**src/rtl/ws2812b_pixel_encoder_if.sv**
```systemverilog
// ws2812b_pixel_encoder_if: valid/ready pixel channel feeding the WS2812B encoder
interface ws2812b_pixel_encoder_if;
    logic        pix_valid;
    logic [23:0] pix_data;
    logic        pix_ready;
    modport master (output pix_valid, pix_data, input pix_ready);
    modport slave (input pix_valid, pix_data, output pix_ready);
endinterface

```
**src/rtl/ws2812b_pixel_encoder.sv**
```systemverilog
// ws2812b_pixel_encoder: serialises 24-bit GRB pixels into a WS2812B single-wire waveform
module ws2812b_pixel_encoder #(
    parameter int CNT_W = 16
) (
    input  logic                     clk,
    input  logic                     reset,
    ws2812b_pixel_encoder_if.slave   pix,
    input  logic                     latch_req,
    input  logic [CNT_W-1:0]         t0h_cycles,
    input  logic [CNT_W-1:0]         t1h_cycles,
    input  logic [CNT_W-1:0]         tbit_cycles,
    input  logic [CNT_W-1:0]         tlatch_cycles,
    output logic                     dout,
    output logic                     busy,
    output logic                     latch_done
);
    typedef enum logic [1:0] {IDLE, HIGH, LOW, LATCH} state_t;
    localparam logic [CNT_W-1:0] ONE = CNT_W'(1);

    state_t           state_q;
    logic [23:0]      buf_q, sh_q;
    logic             buf_full_q, latch_pend_q, dout_q, latch_done_q;
    logic [4:0]       bit_q;
    logic [CNT_W-1:0] cnt_q, low_q;
    logic             accept_d, start_d, reload_d, next_bit_d;
    logic [CNT_W-1:0] th_d, hi_d, lo_d, lat_d;

    assign pix.pix_ready = !buf_full_q && !latch_pend_q;
    assign accept_d      = pix.pix_valid && pix.pix_ready;
    assign dout          = dout_q;
    assign latch_done    = latch_done_q;
    assign busy          = state_q != IDLE || buf_full_q || latch_pend_q;

    // timing snapshot for the bit about to start, taken from the live timing inputs
    always_comb begin
        start_d    = (state_q == IDLE && buf_full_q) ||
                     (state_q == LOW && cnt_q == '0 && (bit_q != 5'd23 || buf_full_q));
        reload_d   = state_q == IDLE || bit_q == 5'd23;
        next_bit_d = reload_d ? buf_q[23] : sh_q[22];
        th_d       = next_bit_d ? t1h_cycles : t0h_cycles;
        hi_d       = th_d == '0 ? ONE : th_d;
        lo_d       = tbit_cycles > th_d ? tbit_cycles - th_d : ONE;
        lat_d      = tlatch_cycles == '0 ? ONE : tlatch_cycles;
    end

    // buffer, latch request and bit-timing FSM with registered dout/latch_done
    always_ff @(posedge clk) begin
        if (reset) begin
            state_q      <= IDLE;
            buf_q        <= '0;
            sh_q         <= '0;
            buf_full_q   <= 1'b0;
            latch_pend_q <= 1'b0;
            dout_q       <= 1'b0;
            latch_done_q <= 1'b0;
            bit_q        <= '0;
            cnt_q        <= '0;
            low_q        <= '0;
        end else begin
            latch_done_q <= 1'b0;
            if (accept_d) begin
                buf_q      <= pix.pix_data;
                buf_full_q <= 1'b1;
            end
            if (latch_req && !latch_pend_q && state_q != LATCH) latch_pend_q <= 1'b1;
            if (start_d) begin
                state_q <= HIGH;
                dout_q  <= 1'b1;
                cnt_q   <= hi_d - ONE;
                low_q   <= lo_d;
                if (reload_d) begin
                    sh_q       <= buf_q;
                    buf_full_q <= 1'b0;
                    bit_q      <= '0;
                end else begin
                    sh_q  <= {sh_q[22:0], 1'b0};
                    bit_q <= bit_q + 5'd1;
                end
            end else if (cnt_q != '0) begin
                cnt_q <= cnt_q - ONE;
            end else begin
                case (state_q)
                    IDLE, LOW: begin
                        state_q <= latch_pend_q ? LATCH : IDLE;
                        cnt_q   <= latch_pend_q ? lat_d - ONE : '0;
                        dout_q  <= 1'b0;
                    end
                    HIGH: begin
                        state_q <= LOW;
                        dout_q  <= 1'b0;
                        cnt_q   <= low_q - ONE;
                    end
                    default: begin
                        state_q      <= IDLE;
                        latch_done_q <= 1'b1;
                        latch_pend_q <= 1'b0;
                    end
                endcase
            end
        end
    end
endmodule

```
**src/flat_wrapper.sv**
```systemverilog
// flat-port wrapper written by rule: the top's interface ports become plain ports
module ws2812b_pixel_encoder_flat 
#(
    parameter int CNT_W = 16
)
  (clk, reset, latch_req, t0h_cycles, t1h_cycles, tbit_cycles, tlatch_cycles, dout, busy, latch_done, pix_pix_valid, pix_pix_data, pix_pix_ready);
  ws2812b_pixel_encoder_if pix_i ();
  input  logic clk;
  input  logic reset;
  input  logic latch_req;
  input  logic [CNT_W-1:0] t0h_cycles;
  input  logic [CNT_W-1:0] t1h_cycles;
  input  logic [CNT_W-1:0] tbit_cycles;
  input  logic [CNT_W-1:0] tlatch_cycles;
  output logic dout;
  output logic busy;
  output logic latch_done;
  input wire logic [$bits(pix_i.pix_valid)-1:0] pix_pix_valid;
  input wire logic [$bits(pix_i.pix_data)-1:0] pix_pix_data;
  output wire logic [$bits(pix_i.pix_ready)-1:0] pix_pix_ready;
  assign pix_i.pix_valid = pix_pix_valid;
  assign pix_i.pix_data = pix_pix_data;
  assign pix_pix_ready = pix_i.pix_ready;
  ws2812b_pixel_encoder #(.CNT_W(CNT_W)) u_core (.clk(clk), .reset(reset), .pix(pix_i), .latch_req(latch_req), .t0h_cycles(t0h_cycles), .t1h_cycles(t1h_cycles), .tbit_cycles(tbit_cycles), .tlatch_cycles(tlatch_cycles), .dout(dout), .busy(busy), .latch_done(latch_done));
endmodule
```
**config.mk**
```make
export PLATFORM = sky130hd
export DESIGN_NAME = ws2812b_pixel_encoder_flat
export DESIGN_NICKNAME = d
export VERILOG_FILES = /design/src/rtl/ws2812b_pixel_encoder_if.sv /design/src/rtl/ws2812b_pixel_encoder.sv /design/src/flat_wrapper.sv
export SDC_FILE = /design/constraint.sdc
export NUM_CORES = 1
export LEC_CHECK = 0
export BUFFER_PORTS_ARGS = -buffer_cell sky130_fd_sc_hd__buf_2
export CORE_MARGIN = 2
export CORE_UTILIZATION = 45
export DETAILED_ROUTE_END_ITERATION = 10
export PLACE_DENSITY = 0.68
export SLEW_MARGIN = 20
export SYNTH_ARGS = -nofsm -noshare
export SYNTH_HDL_FRONTEND = slang
export SYNTH_SLANG_ARGS = --single-unit
```
**constraint.sdc**
```tcl
create_clock -name clk -period 3.75 [get_ports clk]
set_input_delay 0.375 -clock clk [delete_from_list [all_inputs] [get_ports clk]]
set_output_delay 0.375 -clock clk [all_outputs]
set_load 0.01 [all_outputs]
```
==> impl_results.md <==
* CTS root buffer: clkbuf_16
* Via count at 5,911
* Crit start category: register
* Post-route cell area at 7220 um2
* Clock Skew at 0.0109 ns
* Yosys cell types at 75
* Mapped Area at 6060 um2
* Critical path required time at 3.99 ns
* Period utilisation layout at 96.3%
* Number of enable flip-flop cells after synthesis at 0
* Static Leakage at 2.87 nW
* TNS Setup at 0 ns
* Average size of a mapped cell at 8.22 um2
* P per Cell Area at 618 nW/um2
* Total GRT Usage at 24.7%
* Grt total ovfl at 0
* Residual DRC at 0
* Wire length per cell at 17.5 um
* Worst skew pair latency at 0.36 ns
* Synthesized flop and latch total at 90
* Worst Setup Path Type: reg -> reg
* Status: finished, final reports clean
* Post-synth top cells: dfxtp_1 (90), nand2_1 (82), nor2_1 (74)
* Largest cells by area after synthesis: dfxtp_1 (30%), mux2i_1 (6.3%), nand2_1 (5.1%)
* Leading area contributor after synthesis: dfxtp_1
* CTS sink count at 90
* Layout net count at 947
* Synth Instances at 737
* Die Y at 120 um
* Antenna violations before repair at 0
* Die area at 14,400 um2
* Post-DRT Antenna Nets at 0
* Worst Hold Class: in -> reg
* Initial DRT Pass Iterations at 5
* Detail Placement HPWL at 13,700 um
* Slowest CP cell: fa_1
* Pre-CTS setup slack at 0.0545 ns
* Drt via density at 5.83
* GPL Wtd Cong at 0.946
* Area of the multi-input gates at 4130 um2
* Final setup viols at 0
* IO Count at 96
* Starting density of the core at 45.9%
* Setup slack after layout at 0.138 ns
* Hold_buf cts at 0
* Post-route minimum period at 3.61 ns
* Peak Freq at 0.277 GHz
* Yosys warnings at 0
* Worst R2R Setup Slack at 0.14 ns
* Ratio of cells with drive above 1 in the final layout at 22.3%
* Top-count cell post-synth: dfxtp_1
* Largest net degree at the start of global routing at 56
* Port buffer count at 95
* CP peak stage delay at 0.46 ns
* Die span in x at 120 um
* MaxCap Viol Count at 0
* Fillers at 1,244
* CP dominant cell by count: o21a_1
* Top-area cell type share of the netlist area at 29.7%
* 1st-iter DRT viols at 521
* Top FF cell, synth: dfxtp_1
* Total CTS buffers at 9
* Final Max Tran Viols at 0
* Via count of the first global-routing pass at 5,599
* Worst IR Drop VDD at 268 uV
* Register area at 1800 um2
* Post-synthesis async set-or-reset flop share at 0%
* H-tree depth at 3
* CTS Buffer Depth at 2
* Clock-pin transition on the worst setup and hold timing paths at 0.07 ns
* Sequential area share after synthesis at 29.7%
* Row count at 42
* Mapped Nets at 851
* Tot Pwr at 0.00446 W
* Crit end category: register
* Util after Layout at 54.7%
* First-pass GRT wire length at 28,200 um
* CP Cell Sequence: ha_2 -> nand4b_4 -> and3_4 -> nor2_8 -> mux2_4 -> ha_1 -> fa_1 -> nor2b_2 -> o31ai_2 -> a211oi_2 -> buf_4 -> o21a_1 -> o21a_1 -> o21ai_0 -> a32o_1
* WL final at 17,700 um
* Post-DP Area at 6780 um2
* Worst slew pin tran at 0.893 ns
* Area Overhead vs Synth at 19.1%
* CTS tree: done
* WHS Path Cells at 3
* Core Box Area at 13,200 um2
* Antenna cells at 0
* Critical path arrival at 3.85 ns
* Slew HR at 40.2%
* R2R depth at 15
* Crit path max fanout at 6
* Hold Vio Cnt, Final at 0
## placed cells by master (no fill, tap or decap), types with 4 or more instances in the layout
cell	count
a211oi_1	28
a21o_1	5
a21oi_1	60
a22o_1	12
and2_1	6
buf_2	95
buf_4	24
clkbuf_16	9
dfxtp_1	90
ha_1	20
inv_1	11
mux2i_1	30
mux2i_2	10
nand2_1	82
nand2b_1	8
nand3_1	14
nand3b_1	5
nand4_1	7
nor2_1	73
nor2b_1	5
nor3_1	28
nor3b_1	4
nor4_1	10
o21a_1	7
o21ai_0	19
o21ai_1	6
o221ai_1	6
o22ai_1	7
or3_1	11
or4_1	5
xnor2_1	30
xor2_1	27
## per-stage QoR
| step | hold slack (ns) | std cells |
|---|---|---|
| after floorplan | 0.432 | 737 |
| after global placement | 0.443 | 997 |
| after detailed placement | 0.448 | 997 |
| after CTS | 0.241 | 1013 |
| after global routing | 0.261 | 1014 |
| final | 0.248 | 1014 |
## state kept, by name, indices dropped and copies added (netlist names)
register	flops
u_core.bit_q	5
u_core.cnt_q	16
u_core.low_q	16
u_core.buf_q	24
u_core.sh_q	23
u_core.latch_done	1
u_core.dout	1
u_core.buf_full_q	1
u_core.latch_pend_q	1
u_core.state_q	2
## routing by layer
layer	up-vias	GRT usage (%)	wire length, um
li1	2908	-	-
met1	2764	35.7	8510
met2	200	37.0	7700
met3	39	3.94	1040
met4	0	8.97	446
met5	-	0	0
## power breakdown
group | internal [W] | switching (W) | total, W | leakage, nW
logic | 0.000909 | 0.00120 | 0.00210 | 1.98
clock network | 0.000609 | 0.000402 | 0.00101 | 0.160
registers | 0.00116 | 0.000190 | 0.00135 | 0.736
## layout make-up
cell class / count / share of cell area (%)
inverters: 11 / 0.572
multi-input cells: 599 / 57.1
clock inverters: 6 / 1.30
repair buffers: 122 / 9.67
well taps: 176 / 3.05
flip-flops and latches: 90 / 25.0
clock buffers: 10 / 3.31
## final timing paths
| kind | to | start |
|---|---|---|
| max reg2reg | u_core.low_q[14] | u_core.bit_q[0] |
| min | u_core.buf_q[7] | pix_pix_data[7] |
| max | u_core.low_q[14] | u_core.bit_q[0] |
| min reg2reg | u_core.buf_q[7] | u_core.buf_q[7] |
## cell families after synthesis
logic type      count (synthesis)  share of synthesized area, %
compound gates                191                          21.3
xor+xnor                       57                          8.24
fa+ha+maj                      22                          4.67
buf+inv                        48                          3.90
flops                          90                          29.7
mux                            44                          7.53
simple gates                  285                          24.6
## critical path, delay by kind of cell, from the launching register on
kind            cells  cell delay (ns)
simple gates        4             0.74
fa+ha+maj           3             0.94
buf+inv             1             0.17
flops               1             0.38
compound gates      6             0.95
mux                 1             0.33
## repair_timing
item                       4_1_cts  5_1_grt
gates resized for setup          0       24
buffers inserted                 0        1
setup endpoints to repair        0       19
Power figures use the tool's default switching activity.
